[src/rtl/game_state_sequencer.sv]
// game_state_sequencer
//   Game-logic engine feeding the graphics compositor. Walks a wall toward the
//   players one depth unit every FRAMES_PER_STEP frames. Counts collision pixels
//   per frame and checks player depths whenever a wall clears. Reports
//   GAME_OVER / IN_PROGRESS / GAME_WIN / READY.
// Ports
//   clk_in              pixel clock
//   rst_n_in            asynchronous active-low reset
//   start_in            1-cycle start/restart pulse (ignored while in progress)
//   new_frame_in        1-cycle pulse at the first pixel of each frame
//   pixel_valid_in      pixel is inside the active area
//   is_collision_in     pixel is a collision pixel
//   player_depths_in    per-player depth, 4 x 8 bit
//   num_players_in      players 0..num_players_in-1 are checked; 0 = none
//   game_state_out      0 GAME_OVER, 1 IN_PROGRESS, 2 GAME_WIN, 3 READY
//   wall_depth_out      current wall depth
//   wall_index_out      walls cleared so far
//   collision_count_out collision pixels counted in the last completed frame
//
// state       | meaning
// S_OVER  (0) | game lost; all outputs held until start
// S_RUN   (1) | wall advancing, frames evaluated
// S_WIN   (2) | all walls cleared; outputs held until start
// S_READY (3) | post-reset idle, waiting for start
module game_state_sequencer #(
  parameter int MAX_WALL_DEPTH      = 75,
  parameter int GOAL_DEPTH          = 60,
  parameter int GOAL_DEPTH_DELTA    = 10,
  parameter int FRAMES_PER_STEP     = 4,
  parameter int COLLISION_THRESHOLD = 2000,
  parameter int NUM_WALLS           = 5
) (
  input  logic        clk_in,
  input  logic        rst_n_in,
  input  logic        start_in,
  input  logic        new_frame_in,
  input  logic        pixel_valid_in,
  input  logic        is_collision_in,
  input  logic [7:0]  player_depths_in [3:0],
  input  logic [1:0]  num_players_in,
  output logic [2:0]  game_state_out,
  output logic [7:0]  wall_depth_out,
  output logic [2:0]  wall_index_out,
  output logic [15:0] collision_count_out
);

  typedef enum logic [2:0] {
    S_OVER  = 3'd0,
    S_RUN   = 3'd1,
    S_WIN   = 3'd2,
    S_READY = 3'd3
  } state_t;

  localparam logic [7:0]  DEPTH_MAX = 8'(MAX_WALL_DEPTH);
  localparam logic [7:0]  WIN_LO    = 8'(GOAL_DEPTH - GOAL_DEPTH_DELTA);
  localparam logic [7:0]  WIN_HI    = 8'(GOAL_DEPTH + GOAL_DEPTH_DELTA);
  localparam logic [15:0] DIV_LAST  = 16'(FRAMES_PER_STEP - 1);
  localparam logic [15:0] THRESH    = 16'(COLLISION_THRESHOLD);
  localparam logic [2:0]  LAST_WALL = 3'(NUM_WALLS - 1);
  localparam logic [2:0]  ALL_WALLS = 3'(NUM_WALLS);

  state_t      r_state, w_state_nxt;
  logic [7:0]  r_depth, w_depth_nxt;
  logic [2:0]  r_index, w_index_nxt;
  logic [15:0] r_count, w_count_nxt;
  logic [15:0] r_acc,   w_acc_nxt;
  logic [15:0] r_div,   w_div_nxt;

  logic w_hit, w_running, w_start_ok, w_in_window, w_over_thresh;
  logic w_step, w_clear, w_players_ok, w_crash;

  assign w_hit         = pixel_valid_in & is_collision_in;
  assign w_running     = (r_state == S_RUN);
  assign w_start_ok    = start_in & ~w_running;
  assign w_in_window   = (r_depth >= WIN_LO) && (r_depth <= WIN_HI);
  assign w_over_thresh = (r_acc >= THRESH);
  assign w_crash       = w_in_window & w_over_thresh;
  assign w_step        = (r_div == DIV_LAST);
  // <= 1 rather than == 1 so a depth of 0 can never be decremented
  assign w_clear       = (r_depth <= 8'd1);

  always_comb begin
    w_players_ok = 1'b1;
    for (int i = 0; i < 4; i++) begin
      if ((2'(i) < num_players_in) &&
          ((player_depths_in[i] < WIN_LO) || (player_depths_in[i] > WIN_HI)))
        w_players_ok = 1'b0;
    end
  end

  // State register
  always_ff @(posedge clk_in or negedge rst_n_in) begin
    if (!rst_n_in) r_state <= S_READY;
    else           r_state <= w_state_nxt;
  end

  // Next-state logic; a restart in a terminal state overrides frame evaluation
  always_comb begin
    w_state_nxt = r_state;
    if (w_start_ok) begin
      w_state_nxt = S_RUN;
    end else if (w_running && new_frame_in) begin
      if (w_crash)
        w_state_nxt = S_OVER;
      else if (w_step && w_clear)
        w_state_nxt = !w_players_ok        ? S_OVER :
                      (r_index == LAST_WALL) ? S_WIN  : S_RUN;
    end
  end

  // Output/datapath next values
  always_comb begin
    w_depth_nxt = r_depth;
    w_index_nxt = r_index;
    w_count_nxt = r_count;
    w_acc_nxt   = r_acc;
    w_div_nxt   = r_div;
    if (w_start_ok) begin
      w_depth_nxt = DEPTH_MAX;
      w_index_nxt = 3'd0;
      w_div_nxt   = 16'd0;
      w_acc_nxt   = 16'd0;
    end else if (w_running) begin
      if (new_frame_in) begin
        w_count_nxt = r_acc;
        // the pulse cycle itself is the first pixel of the new frame
        w_acc_nxt   = w_hit ? 16'd1 : 16'd0;
        if (!w_crash) begin
          if (w_step) begin
            w_div_nxt = 16'd0;
            if (!w_clear) begin
              w_depth_nxt = r_depth - 8'd1;
            end else if (w_players_ok) begin
              if (r_index == LAST_WALL) begin
                w_index_nxt = ALL_WALLS;
                w_depth_nxt = 8'd0;
              end else begin
                w_index_nxt = r_index + 3'd1;
                w_depth_nxt = DEPTH_MAX;
              end
            end
          end else begin
            w_div_nxt = r_div + 16'd1;
          end
        end
      end else if (w_hit && (r_acc != 16'hFFFF)) begin
        w_acc_nxt = r_acc + 16'd1;
      end
    end
  end

  always_ff @(posedge clk_in or negedge rst_n_in) begin
    if (!rst_n_in) begin
      r_depth <= DEPTH_MAX;
      r_index <= 3'd0;
      r_count <= 16'd0;
      r_acc   <= 16'd0;
      r_div   <= 16'd0;
    end else begin
      r_depth <= w_depth_nxt;
      r_index <= w_index_nxt;
      r_count <= w_count_nxt;
      r_acc   <= w_acc_nxt;
      r_div   <= w_div_nxt;
    end
  end

  assign game_state_out      = r_state;
  assign wall_depth_out      = r_depth;
  assign wall_index_out      = r_index;
  assign collision_count_out = r_count;

endmodule

[config.mk]
export PLATFORM = sky130hd
export DESIGN_NAME = game_state_sequencer
export DESIGN_NICKNAME = d
export VERILOG_FILES = /design/src/rtl/game_state_sequencer.sv
export SDC_FILE = /design/constraint.sdc
export NUM_CORES = 1
export LEC_CHECK = 0
export BUFFER_PORTS_ARGS = -buffer_cell sky130_fd_sc_hd__buf_2
export CAP_MARGIN = 5
export CORE_MARGIN = 8
export CORE_UTILIZATION = 55
export DETAILED_ROUTE_END_ITERATION = 6
export HOLD_SLACK_MARGIN = 0.05
export PLACE_DENSITY = 0.8
export SETUP_SLACK_MARGIN = 0.5
export SLEW_MARGIN = 10
export SYNTH_ARGS = -nofsm -noshare
export SYNTH_HDL_FRONTEND = slang
export SYNTH_SLANG_ARGS = --single-unit
export TNS_END_PERCENT = 30
[constraint.sdc]
create_clock -name clk_in -period 2.8 [get_ports clk_in]
set_input_delay 0.14 -clock clk_in [delete_from_list [all_inputs] [get_ports clk_in]]
set_output_delay 0.14 -clock clk_in [all_outputs]
set_load 0.005 [all_outputs]
==> key figures <==
Cells and area
  • Final-layout fill cell count: around 480
  • Antenna diodes: 0
  • FF/Latch Area: ~1500 um2
  • Fraction of final layout cells with drive strength greater than 1: 26.5%
  • Area growth, synth to finish: 23.3%
  • Nets: about 530
  • Fin util: between 60% and 70%
  • Multi-input logic area: 1870 um2

Power and ir drop
  • Total power draw: 0.00239 W
  • VDD IR max: 0.314 mV
  • Power per cell area: 562 nW/um2
  • Static Leak: ~2 nW

Timing
  • Tmin final: ~2.4 ns
  • Clock skew: between 0.005 and 0.006 ns
  • Worst hold slack: approximately 0.10 ns
  • Worst setup slack after layout: between 0.3 and 0.4 ns
  • Hold Violations, Final: 0
  • Pins Over Slew Limit: 0
  • F_max: 410 MHz
  • Rel. slew slack: approximately 55%
  • TNS Setup: 0 ns
  • Period utilization: between 80 and 90%
  • Slew at the pin closest to its max-slew limit: a little under 0.7 ns
  • # setup viols final: 0
  • RSZ-0062 raised after global routing: yes

Critical path
  • Kind of critical path: register to register
  • Crit start category: register
  • Worst Path Arrival: 2.72 ns
  • Max FO, Critical Path: 9
  • Critical Path End Type: register
  • CP required: 3.08 ns
  • Launch point of the worst path: wall_depth_out[5]
  • Reg2Reg Launch Point: wall_depth_out[5]

Route
  • Drt initial violations: 112
  • Vias per cell: 5.87
  • Routed Antenna Nets: 0
  • # DRC: 0
  • Via count: between 3000 and 4000
  • Routed wire length: 8770 um
  • Avg WL per Cell: 15.7 um
  • Drt pass-1 iters: 4

Place
  • Routability cong.: slightly above 0.9
  • Place WS: roughly 0.21 ns
  • IO buf count: 60
  • Post-DP HPWL: a little over 6000 um

Logic synthesis
  • Top-area cell type share of the netlist area: around two fifths
  • Ys flop type: dfrtp_1
  • Sequential share of the synthesized area: roughly 45%
  • Number of synthesized flops with an enable pin: 0
  • #FFs+latches synth: roughly 60
  • Cell accounting for the most synthesized area: dfrtp_1
  • Yosys warns: 0
  • Syn Area/Cell: 8.72 um2
  • Distinct cells, synth: 54
  • Mapped Cells: 395
  • Async set-or-reset flop fraction in the synthesized netlist: 100%
  • Netlist Area Pre-Place: ~3400 um2
  • Syn_nets: ~440
  • Synth top area cells: dfrtp_1 40%, nand2_1 7.8%, nor2_1 4.7%

Floorplan
  • FP Rows: 29
  • Die height: about 95 um
  • Die width: between 90 and 100 um
  • DIE AREA: just over 9000 um2
  • Core Region: around 6200 um2
  • Starting Density: roughly 56%
  • Boundary Pins: 70

Worst hold path
  • Hold Startpoint: is_collision_in
  • Hold Path Class: input port to register

Flow run
  • Max-Cap Viols: 0

Global routing
  • Overflow after GRT: 0
  • Initial antenna violation count: 0
  • Gr usage total: around a fifth
  • Vias in the first global route: around 3300
  • Largest net degree at the start of global routing: 31
  • First-pass GRT wire length: around 15000 um

Clock network
  • CTS tree: yes
  • H-tree levels: 3
  • Root Buffer: clkbuf_8
  • Clk_lat worst skew: approximately 0.35 ns
  • Num CTS Buffers: 9
  • Clk buf depth: 2
  • Clk pin slew, worst setup/hold paths: about 0.07 ns
  • CTS Sinks: a little over 60

Status
  • Outcome: finished, final reports clean
[through the flow]
step                      instance area [um2]  std cells
final                                    4250        560
after global routing                     4250        560
after detailed placement                 3900        532
after CTS                                4200        559
after floorplan                          3470        395
after global placement                   3900        532
[layer usage]
metal / GRT usage, % / part of all wire, % / up-vias
met3: 4.49 / 5.5 / 17
met5: 0 / 0 / -
li1: - / - / 1586
met2: 35.3 / 51 / 97
met4: 9.23 / 1.9 / 0
met1: 23.2 / 42 / 1585
[worst paths after layout]
path	endpoint	cells after the start	slack, ns
max in group asynchronous	wall_depth_out[0]	3	1.66
worst min register to register	collision_count_out[7]	2	0.47
worst max-delay path	wall_depth_out[3]	6	0.36
min in group asynchronous	collision_count_out[0]	2	0.37
worst max register to register	wall_depth_out[3]	6	0.36
worst min-delay path	r_acc[0]	3	0.10
[power breakdown]
part | internal [W] | total, W | leakage (nW) | switching (W)
Clock | 0.000409 | 0.000784 | 0.0923 | 0.000375
Combinational | 0.000234 | 0.000522 | 1.07 | 0.000287
Sequential | 0.000976 | 0.00108 | 0.822 | 0.000105
Total | 0.00162 | 0.00239 | 1.98 | 0.000768
[cell type report]
cell class | instances | area share (%)
sequential | 61 | 36.2
timing repair buffer | 84 | 11.9
clock buffer | 10 | 3.01
clock inverter | 6 | 1.50
tap | 77 | 2.27
inverter | 13 | 1.15
multi-input combinational | 309 | 44.0
[critical path, cell delays in order, from the launching register on]
cell and delay (ns):
dfrtp_1 0.45, or4_4 0.56, or4_4 0.53, nor2_8 0.17
a31oi_1 0.05, or4_1 0.49, o31a_1 0.11
[what timing repair did]
action | 4_1_cts | 5_1_grt
hold buffers | 1 | 0
setup buffers | 10 | 1
resized for setup | 6 | 8
hold endpoints to repair | 24 | 0
pin swaps | 7 | 5
setup endpoints to repair | 22 | 25
gates cloned | 0 | 0
[kinds of logic (layout without fill, tap and decap cells)]
logic type      Yosys count  after routing  share of synthesized area, %
compound gates           82             82                          15.8
fa+ha+maj                 8              8                          2.91
flops                    61             61                          44.5
mux                       3              3                         0.872
simple gates            199            199                          28.4
other cells               1              1                         0.109
buf+inv                  25            113                          3.27
xor+xnor                 16             16                          4.07
[sequential cells by signal, summed over array words and instances, names as in the netlist]
signal,cells
collision_count_out,16
r_div,16
wall_index_out,3
r_acc,16
game_state_out,2
wall_depth_out,8
[Yosys cell counts (2+ instances only)]
| cell type | n |
|---|---|
| nand2_1 | 72 |
| dfrtp_1 | 55 |
| nor2_1 | 43 |
| a21oi_1 | 23 |
| o21ai_0 | 19 |
| nand3_1 | 16 |
| or3_1 | 14 |
| inv_1 | 13 |
| xnor2_1 | 12 |
| nand4_1 | 11 |
| a211oi_1 | 8 |
| clkbuf_1 | 8 |
| ha_1 | 8 |
| nor3_1 | 7 |
| or4_1 | 7 |
| dfstp_2 | 6 |
| a31oi_1 | 5 |
| and3_1 | 5 |
| nor4_1 | 5 |
| and2_1 | 4 |
| o211ai_1 | 4 |
| xor2_1 | 4 |
| and4_1 | 3 |
| mux2i_1 | 3 |
| nand2b_1 | 3 |
| a2111oi_0 | 2 |
| a211o_1 | 2 |
| a31o_2 | 2 |
| a41oi_1 | 2 |
| buf_4 | 2 |
| o2111ai_1 | 2 |
| o31a_1 | 2 |
| or4_4 | 2 |
[cells in the final DEF, fill, tap and decap left out, types with 2 or more instances in the layout]
cell        instances
buf_2              60
nor4_1              4
and3_1              4
o21ai_0            19
or4_4               3
and2_1              4
a41oi_1             2
nand2_4             2
ha_1                7
o31a_1              2
clkinv_2            2
xor2_1              4
inv_1              12
clkbuf_8            9
xnor2_1            12
o211ai_1            4
o2111ai_1           2
a21oi_1            19
nand2_1            70
dfrtp_1            54
nor3_1              7
a211oi_1            8
mux2i_1             3
buf_4              19
dfstp_2             6
buf_6               3
a31o_2              2
nor2_1             43
or4_1               6
nand2b_1            3
a31oi_1             5
nand3_1            16
or3_1              14
a21oi_2             4
and4_1              3
nand4_1            11
clkinvlp_4          2
Power figures use the tool's default switching activity.
